[src/rtl/approx_mul_pkg.sv]
// Shared definitions for the sequential approximate RV32M MUL co-processor:
// FSM encoding, MUL decode constants and the step -> byte-pair schedule.
package approx_mul_pkg;

    localparam logic [1:0] ST_IDLE = 2'd0;
    localparam logic [1:0] ST_RUN  = 2'd1;
    localparam logic [1:0] ST_DONE = 2'd2;

    localparam logic [6:0] MUL_OPCODE = 7'b0110011;
    localparam logic [2:0] MUL_FUNCT3 = 3'b000;
    localparam logic [6:0] MUL_FUNCT7 = 7'b0000001;

    localparam logic [3:0] MUL_STEPS = 4'd10;

    typedef struct packed {
        logic [1:0] i;
        logic [1:0] j;
        logic [4:0] shift;
    } step_sel_t;

    // Only byte pairs with i+j <= 3 land in the low word, so ten steps cover it.
    function automatic step_sel_t step_lookup(input logic [3:0] step);
        step_sel_t sel;
        sel = '0;
        case (step)
            4'd0:    {sel.i, sel.j} = {2'd0, 2'd0};
            4'd1:    {sel.i, sel.j} = {2'd0, 2'd1};
            4'd2:    {sel.i, sel.j} = {2'd1, 2'd0};
            4'd3:    {sel.i, sel.j} = {2'd0, 2'd2};
            4'd4:    {sel.i, sel.j} = {2'd1, 2'd1};
            4'd5:    {sel.i, sel.j} = {2'd2, 2'd0};
            4'd6:    {sel.i, sel.j} = {2'd0, 2'd3};
            4'd7:    {sel.i, sel.j} = {2'd1, 2'd2};
            4'd8:    {sel.i, sel.j} = {2'd2, 2'd1};
            4'd9:    {sel.i, sel.j} = {2'd3, 2'd0};
            default: {sel.i, sel.j} = {2'd0, 2'd0};
        endcase
        sel.shift = {sel.i + sel.j, 3'b000};
        return sel;
    endfunction

endpackage

[src/rtl/x8_approx_mul.sv]
// Combinational 8x8 approximate multiplier built from four 4x4 partials.
// N4 drops low bits of the low*low partial, N8 drops low bits of the product.
module x8_approx_mul #(
    parameter int N8 = 0,
    parameter int N4 = 0
) (
    input  logic [7:0]  a_i,
    input  logic [7:0]  b_i,
    output logic [15:0] p_o
);

    localparam logic [7:0]  LL_MASK = 8'hFF << N4;
    localparam logic [15:0] P_MASK  = 16'hFFFF << N8;

    logic [7:0]  pp_ll;
    logic [7:0]  pp_lh;
    logic [7:0]  pp_hl;
    logic [7:0]  pp_hh;
    logic [15:0] sum;

    assign pp_ll = {4'b0, a_i[3:0]} * {4'b0, b_i[3:0]};
    assign pp_lh = {4'b0, a_i[3:0]} * {4'b0, b_i[7:4]};
    assign pp_hl = {4'b0, a_i[7:4]} * {4'b0, b_i[3:0]};
    assign pp_hh = {4'b0, a_i[7:4]} * {4'b0, b_i[7:4]};

    // Largest possible sum is 0xFE01, so 16 bits never overflow.
    assign sum = {8'b0, pp_ll & LL_MASK}
               + {4'b0, pp_lh, 4'b0}
               + {4'b0, pp_hl, 4'b0}
               + {pp_hh, 8'b0};

    assign p_o = sum & P_MASK;

endmodule

[src/rtl/pcpi_approx_mul_seq.sv]
// PicoRV32 PCPI co-processor for RV32M MUL, sequencing one shared approximate
// 8x8 multiplier over ten byte pairs. Optional macro: APPROX_MUL_ZERO_SKIP_EN.
module pcpi_approx_mul_seq
    import approx_mul_pkg::*;
#(
    parameter int N8 = 0,
    parameter int N4 = 0
) (
    input  logic        clk,
    input  logic        reset,
    input  logic        pcpi_valid,
    input  logic [31:0] pcpi_insn,
    input  logic [31:0] pcpi_rs1,
    input  logic [31:0] pcpi_rs2,
    output logic        pcpi_wr,
    output logic [31:0] pcpi_rd,
    output logic        pcpi_wait,
    output logic        pcpi_ready
);

    logic [1:0]  state_q, state_d;
    logic        hold_q, hold_d;
    logic        wait_q, wait_d;
    logic [3:0]  step_q, step_d;
    logic [31:0] a_q, a_d;
    logic [31:0] b_q, b_d;
    logic [31:0] acc_q, acc_d;

    logic        insn_match;
    logic        start;
    step_sel_t   sel;
    logic [7:0]  a_byte;
    logic [7:0]  b_byte;
    logic [15:0] p16;
    logic [31:0] addend;
    logic        unused_insn_bits;

    assign insn_match = (pcpi_insn[6:0]   == MUL_OPCODE)
                     && (pcpi_insn[14:12] == MUL_FUNCT3)
                     && (pcpi_insn[31:25] == MUL_FUNCT7);
    assign unused_insn_bits = ^{pcpi_insn[24:15], pcpi_insn[11:7]};

    assign start = pcpi_valid && insn_match && !hold_q;

`ifdef APPROX_MUL_ZERO_SKIP_EN
    logic zero_ops;
    assign zero_ops = (pcpi_rs1 == 32'd0) || (pcpi_rs2 == 32'd0);
`endif

    assign sel    = step_lookup(step_q);
    assign a_byte = a_q[{sel.i, 3'b000} +: 8];
    assign b_byte = b_q[{sel.j, 3'b000} +: 8];

    x8_approx_mul #(
        .N8 (N8),
        .N4 (N4)
    ) u_mul (
        .a_i (a_byte),
        .b_i (b_byte),
        .p_o (p16)
    );

    assign addend = {16'h0000, p16} << sel.shift;

    always_comb begin
        state_d = state_q;
        hold_d  = 1'b0;
        step_d  = step_q;
        a_d     = a_q;
        b_d     = b_q;
        acc_d   = acc_q;
        case (state_q)
            ST_IDLE: begin
                if (start) begin
                    a_d    = pcpi_rs1;
                    b_d    = pcpi_rs2;
                    acc_d  = 32'd0;
                    step_d = 4'd0;
`ifdef APPROX_MUL_ZERO_SKIP_EN
                    state_d = zero_ops ? ST_DONE : ST_RUN;
`else
                    state_d = ST_RUN;
`endif
                end
            end
            ST_RUN: begin
                // The core withdrew the instruction; partial result is dropped.
                if (!pcpi_valid) begin
                    state_d = ST_IDLE;
                end else begin
                    acc_d  = acc_q + addend;
                    step_d = step_q + 4'd1;
                    if (step_q == MUL_STEPS - 4'd1) begin
                        state_d = ST_DONE;
                    end
                end
            end
            ST_DONE: begin
                state_d = ST_IDLE;
                hold_d  = 1'b1;
            end
            default: begin
                state_d = ST_IDLE;
            end
        endcase
        wait_d = (state_d == ST_RUN);
    end

    always_ff @(posedge clk) begin
        if (reset) begin
            state_q <= ST_IDLE;
            hold_q  <= 1'b0;
            wait_q  <= 1'b0;
            step_q  <= 4'd0;
            a_q     <= 32'd0;
            b_q     <= 32'd0;
            acc_q   <= 32'd0;
        end else begin
            state_q <= state_d;
            hold_q  <= hold_d;
            wait_q  <= wait_d;
            step_q  <= step_d;
            a_q     <= a_d;
            b_q     <= b_d;
            acc_q   <= acc_d;
        end
    end

    assign pcpi_wait  = wait_q;
    assign pcpi_ready = (state_q == ST_DONE);
    assign pcpi_wr    = (state_q == ST_DONE);
    assign pcpi_rd    = acc_q;

endmodule

[config.mk]
export PLATFORM = sky130hd
export DESIGN_NAME = pcpi_approx_mul_seq
export DESIGN_NICKNAME = d
export VERILOG_FILES = /design/src/rtl/approx_mul_pkg.sv /design/src/rtl/x8_approx_mul.sv /design/src/rtl/pcpi_approx_mul_seq.sv
export SDC_FILE = /design/constraint.sdc
export NUM_CORES = 1
export LEC_CHECK = 0
export ABC_AREA = 1
export CAP_MARGIN = 20
export CELL_PAD_IN_SITES_DETAIL_PLACEMENT = 1
export CELL_PAD_IN_SITES_GLOBAL_PLACEMENT = 2
export CORE_AREA = 3 3 153 229
export CTS_BUF_LIST = sky130_fd_sc_hd__clkbuf_8
export DETAILED_ROUTE_END_ITERATION = 6
export DIE_AREA = 0 0 156 232
export PLACE_DENSITY_LB_ADDON = 0.1
export SYNTH_ARGS = -nofsm -noshare
export SYNTH_HDL_FRONTEND = slang
export SYNTH_SLANG_ARGS = --single-unit
[constraint.sdc]
create_clock -name clk -period 7.6 [get_ports clk]
set_input_delay 0.76 -clock clk [delete_from_list [all_inputs] [get_ports clk]]
set_output_delay 0.76 -clock clk [all_outputs]
set_load 0.02 [all_outputs]
; ---- Yosys cells after proc, flatten, opt, wreduce, memory -nomap -nowiden
; Memory sizes are Yosys's and may differ from the RTL's. A register that Yosys moved wholly into a read port is not among the register bits.
; Cells that the tools add are included.
; W data, S select, Z words.
[word_totals]
elab_cells = 52
romBits = 64
regBits = 104
input_bits = 99
ramBits = 0
out_inout_bits = 35
mem_count = 1
latchBits = 0
[classes]
n_eq_ne = 8
n_div = 0
multipliers = 4
order_cmp = 0
n_shift = 3
reduce_logical = 10
bitwise_logic = 0
add_sub_neg = 6
n_mux = 13
[memory_table]
columns = name, words, width, rd, rd_ports_with_merged_regs, write_ports, line_no
row1 = (no name shown), 16, 4, 1, 1, 0, approx_mul_pkg.sv:25  ; case (step)
[ops]
columns = operator, n
row1 = $mux W32, 2
row2 = $pmux W32 S2, 1
row3 = $shiftx A32 B6 Y8, 2
row4 = $add A32 B32 Y32, 1
row5 = $mul A4 B4 Y8, 4
row6 = $shl A16 B5 Y32, 1
row7 = $add A16 B12 Y16, 1
row8 = $add A16 B16 Y16, 1
row9 = $mux W4, 4
row10 = $add A8 B12 Y13, 1
row11 = $pmux W4 S2, 1
row12 = $eq A7 B1 Y1 const B, 1
row13 = $eq A7 B6 Y1 const B, 1
row14 = $mux W2, 3
row15 = $add A4 B1 Y4 const B, 1
row16 = $eq A2 B1 Y1 const B, 2
row17 = $eq A4 B4 Y1 const B, 1
row18 = $logic_and A1 B1 Y1, 4
row19 = $ne A2 B2 Y1 const B, 2
row20 = $pmux W2 S2, 1
row21 = $logic_not A3 Y1, 1
row22 = $reduce_and A3 Y1, 1
row23 = $add A2 B2 Y2, 1
row24 = $eq A2 B2 Y1 const B, 1
row25 = other kinds (5), 5

; ---- Logic depth before layout (Yosys ltp)
[logic_depth]
ltp_word = 9
mapped_depth = 47
ltp_nobuf = 46

; ---- Hierarchy
; Synthesis repeated with hierarchy kept, for this count alone.
[unflattened]
hier_cells = 1625
area_unflattened_um2 = 10238.6
[by_module_without_submodules]
columns = mod, seq_area_each_um2, area_per_inst_um2, cells_each, n_inst
row1 = pcpi_approx_mul_seq, 2162.1, 7409.6, 1197, 1
row2 = x8_approx_mul, 0.0, 2829.0, 428, 1

; ---- Least setup slack after synthesis
; No wires, ideal clock.
[synth_timing]
kind = reg2reg
from = reg sel[5] (netlist name)
to = reg acc_q[26] (netlist: pcpi_rd[26])
synth_period_minus_slack_ps = 7478
path_buffers = 2
setup_ps = 132
path_slack_ps = 122
path_stages_with_launch = 41
required_ps = 7468
arrival_ps = 7346
cell_sequence = dfxtp_1 -> buf_2 -> clkbuf_1 -> a21oi_1 -> a32oi_1 -> nand2_1 -> fa_1 -> inv_1 -> fa_1 -> inv_1 -> fa_1 -> inv_1 -> ha_1 -> ha_1 -> nand2_1 -> o21ai_0 -> nand2_1 -> a21oi_1 -> [... 5 more ...] -> nor3_2 -> nor2_2 -> o21ai_0 -> xor2_1 -> nand2_1 -> o21ai_0 -> nor2_1 -> ha_1 -> nand2_1 -> nand2_1 -> a31oi_1 -> o21ai_1 -> nand2_1 -> nand3_1 -> a21o_1 -> or2_1 -> nand3_1 -> a21oi_1
[synth_via]
elab_chain_cells = 9
elab_cells_between_ends = 13
classes_between = add/sub: 5 / mul: 4 / shift: 2 / mux: 2
[synth_lines]
columns = item, line_no
row1 = $shiftx A32 B6 Y8, pcpi_approx_mul_seq.sv:52  ; assign b_byte = b_q[{sel.j, 3'b000} +: 8];
row2 = "$mul A4 B4 Y8, on equally long branches", "x8_approx_mul.sv:21, x8_approx_mul.sv:22"
row3 = $add A8 B12 Y13, x8_approx_mul.sv:28  ; + {4'b0, pp_lh, 4'b0}
row4 = $add A16 B12 Y16, x8_approx_mul.sv:29  ; + {4'b0, pp_hl, 4'b0}
row5 = $add A16 B16 Y16, x8_approx_mul.sv:30  ; + {pp_hh, 8'b0};
row6 = $shl A16 B5 Y32 (*), pcpi_approx_mul_seq.sv:63  ; assign addend = {16'h0000, p16} << sel.shift;
row7 = $add A32 B32 Y32 (*), pcpi_approx_mul_seq.sv:91  ; acc_d = acc_q + addend;
row8 = $mux W32 (*), pcpi_approx_mul_seq.sv:88  ; if (!pcpi_valid) begin
row9 = $pmux W32 S2 (*), pcpi_approx_mul_seq.sv:72  ; case (state_q)
row10 = "end signal, assigned", pcpi_approx_mul_seq.sv:117  ; acc_q <= 32'd0;
row11 = "end signal, assigned", pcpi_approx_mul_seq.sv:125  ; acc_q <= acc_d;
row12 = "end, declared", pcpi_approx_mul_seq.sv:27  ; logic [31:0] acc_q, acc_d;
; Mark *: on every way between the ends. The rest lies on a longest branch, timed or not. The select of a mux whose other input is x is not followed.
; A chain may end at the register's enable or synchronous reset.

; ---- Worst setup path after layout
[layout_timing]
from = reg sel[7] (netlist name)
to = reg acc_q[26] (netlist: pcpi_rd[26])
[layout_via]
elab_chain_cells = 9
elab_cells_between_ends = 13
classes_between = add/sub: 5 / mul: 4 / shift: 2 / mux: 2
[layout_lines]
columns = item, line_no
row1 = $shiftx A32 B6 Y8, pcpi_approx_mul_seq.sv:51  ; assign a_byte = a_q[{sel.i, 3'b000} +: 8];
row2 = "$mul A4 B4 Y8, on equally long branches", "x8_approx_mul.sv:21, x8_approx_mul.sv:22"
row3 = $add A8 B12 Y13, x8_approx_mul.sv:28
row4 = $add A16 B12 Y16, x8_approx_mul.sv:29
row5 = $add A16 B16 Y16, x8_approx_mul.sv:30
row6 = $shl A16 B5 Y32 (*), pcpi_approx_mul_seq.sv:63
row7 = $add A32 B32 Y32 (*), pcpi_approx_mul_seq.sv:91
row8 = $mux W32 (*), pcpi_approx_mul_seq.sv:88
row9 = $pmux W32 S2 (*), pcpi_approx_mul_seq.sv:72
; Marks and branches as above.

==> flow_summary.toml <==
[run_status]
status = "finished with violations"
violations = "negative setup slack"

[worst_hold_path]
hp-class = "register to register"

[power]
total_power_mw = 1.04
leakage_nw = 6.16
power.density_nw_per_um2 = 74.4
ir_worst_vdd_mv = 0.0698

[global_route]
grt_use_total = 0.198
grt_max_degree = 87
grt_pass1_vias = 10700
grt_pass1_wl_um = 55900
antenna_found_initial = 0
grt_overflow = 0

[detailed_routing]
viasPerCell = 4.76
first_pass_iters = 5
drc_errors = 0
wl_per_cell_um = 17.2
ant_nets = 0
drtIter0Drc = 260
routed_wirelength_um = 36300
vias = 10100

[floorplanning]
die-area_sq_um = 36200
core.rowCount = 82
core_area_sq_um = 33300
io_pins = 134
die_w_um = 156
die_h_um = 232
start_util = 0.276

[synth]
synthCells = 1355
synth_flop_cell = "dfxtp_1"
synth_seq_cells = 108
netlist_area_sq_um = 9220
async_flop_share = 0
synth_area_per_cell_sq_um = 6.80
synth_area_leader_cell = "dfxtp_1"
synth.area.top_cells = "dfxtp_1 23%, ha_1 14%, nand2_1 9.6%"
synth_common_cells = "236 x nand2_1, 221 x inv_1, 171 x a21oi_1"
seq_area_frac_synth = 0.235
syn_nets = 1583
yosysMostFrequentCell = "nand2_1"
ys_types = 50
synth-edff-count = 0
yosysWarningCount = 0
synth.top_cell.area_share = 0.235

[placement]
hpwlAfterDp_um = 29300
place_ws_ps = -833
placed_area_sq_um = 12400
port_buffers = 118
place.gp.congestion = 0.897

[finish]
design_area_sq_um = 13900
drive_gt1_frac = 0.286
fillers = 4125
nets = 1921
areaGrowthSynthToFinish_pct = 51.0
antennaDiodeCount = 0

[timing]
holdWs_ps = 454
worst_pin_slew_ps = 1040
final.min_clock_period_ps = 7650
drv_slew = 0
fmax_ghz = 0.131
fin_ws_ps = -49.8
slew_headroom = 0.304
fin_skew_ps = 25.7
setup_viol = 1
hold_viol = 0
rsz0062_at_grt = "yes"
finalCritPeriodShare = 1.01

[cts]
h-tree-depth = 3
hold_buffers = 0
root_buffer = "clkbuf_8"
clk_pin_slew_ps = 130
cts_tree = "done"
cts_buffer_depth = 2
cts_made_buffers = 9
cts.sinks = 108
clkLatencyLatePin_ps = 450

[setup_path]
start_kind = "register"
critPathKind = "register to register"
cp_slowest_cell = "fa_1"
worstPathRequired_ps = 7980
cp_data_arrival_time_ps = 8030
crit_fanout = 8
end_kind = "register"
max_stage_delay_ps = 560

[job]
cap_violations = 0
-- area by class of cell --
cell class                 instances  area [sq um]  share of cell area
clock buffer                       9           124             0.00890
sequential                       108          2170               0.156
tap                              420           526              0.0377
clock inverter                     7          88.8             0.00638
timing repair buffer             373          3230               0.232
inverter                         225           852              0.0612
multi-input combinational        976          6930               0.498
-- worst paths after layout --
check	start	endpoint	slack, ps	cells past startpoint
max	sel[7]$_DFF_P_	pcpi_rd[26]$_SDFFE_PP0P_	-50	43
min	a_q[20]$_SDFFE_PP0P_	a_q[20]$_SDFFE_PP0P_	450	2
max reg2reg	sel[7]$_DFF_P_	pcpi_rd[26]$_SDFFE_PP0P_	-50	43
min reg2reg	a_q[20]$_SDFFE_PP0P_	a_q[20]$_SDFFE_PP0P_	450	2
-- power by group --
group          total, mW  switching [mW]  leakage [nW]  internal [mW]
clock              0.407           0.271         0.107          0.136
sequential         0.565      0.00000176         0.871          0.565
combinational     0.0633          0.0225          5.18         0.0408
total               1.04           0.294          6.16          0.742
-- state kept, by name, summed over array words and instances, names as in the netlist --
| name | count |
|---|---|
| hold_q | 1 |
| step_q | 4 |
| a_q | 32 |
| pcpi_rd | 32 |
| state_q | 2 |
| pcpi_wait | 1 |
| sel | 4 |
| b_q | 32 |
-- metal layers --
metal | up-vias | wire length, um | global-route usage
li1 | 5104 | - | -
met1 | 4794 | 13100 | 0.192
met2 | 135 | 21100 | 0.412
met3 | 57 | 593 | 0.0160
met4 | 0 | 1620 | 0.0845
met5 | - | 0 | 0
-- critical path, delay by kind of cell, from the launching register on --
| kind | cells | cell delay [ps] |
|---|---|---|
| AOI/OAI and AO/OA | 8 | 1040 |
| xor gates and xnor gates | 2 | 350 |
| adders and majority gates | 8 | 3290 |
| buffers and inverters | 9 | 780 |
| DFF | 1 | 390 |
| and+or+nand+nor | 16 | 1720 |
-- cell usage in the layout, fill, tap and decap left out, drive strengths merged, types with 2 or more instances in the layout --
| cell | instances |
|---|---|
| a211oi | 3 |
| a21o | 7 |
| a21oi | 177 |
| a31oi | 7 |
| a32oi | 15 |
| buf | 255 |
| clkbuf | 9 |
| clkdlybuf4s50 | 117 |
| clkinv | 4 |
| dfxtp | 108 |
| fa | 25 |
| ha | 104 |
| inv | 228 |
| nand2 | 242 |
| nand3 | 47 |
| nand3b | 2 |
| nand4 | 13 |
| nor2 | 136 |
| nor3 | 16 |
| nor4 | 3 |
| o21a | 2 |
| o21ai | 118 |
| o21bai | 2 |
| o221ai | 2 |
| o22ai | 5 |
| o31ai | 4 |
| or2 | 11 |
| xnor2 | 10 |
| xor2 | 19 |
-- kinds of logic (layout without fill, tap and decap cells) --
kind of cell / after synthesis / after routing / share of synthesized area
xor gates and xnor gates: 29 / 29 / 0.0276
adders and majority gates: 129 / 129 / 0.195
DFF: 108 / 108 / 0.235
and+or+nand+nor: 471 / 471 / 0.221
buffers and inverters: 271 / 614 / 0.113
AOI/OAI and AO/OA: 347 / 347 / 0.209
-- timing repair --
action,4_1_cts,5_1_grt
endpoints found under the setup margin,22,22
resized for setup,118,137
pin swaps,68,79
gates cloned,1,0
setup buffers,26,18
-- per-stage QoR --
step | utilization | setup TNS [ps] | instances
CTS | 0.398 | -361 | 2103
floorplan | - | 0 | 1355
finish | 0.417 | -49.8 | 2118
global placement | 0.370 | -8760 | 2060
global route | 0.417 | -5970 | 2118
detailed placement | 0.370 | -11340 | 2060
Note: power is estimated with default switching activity, not from simulation.
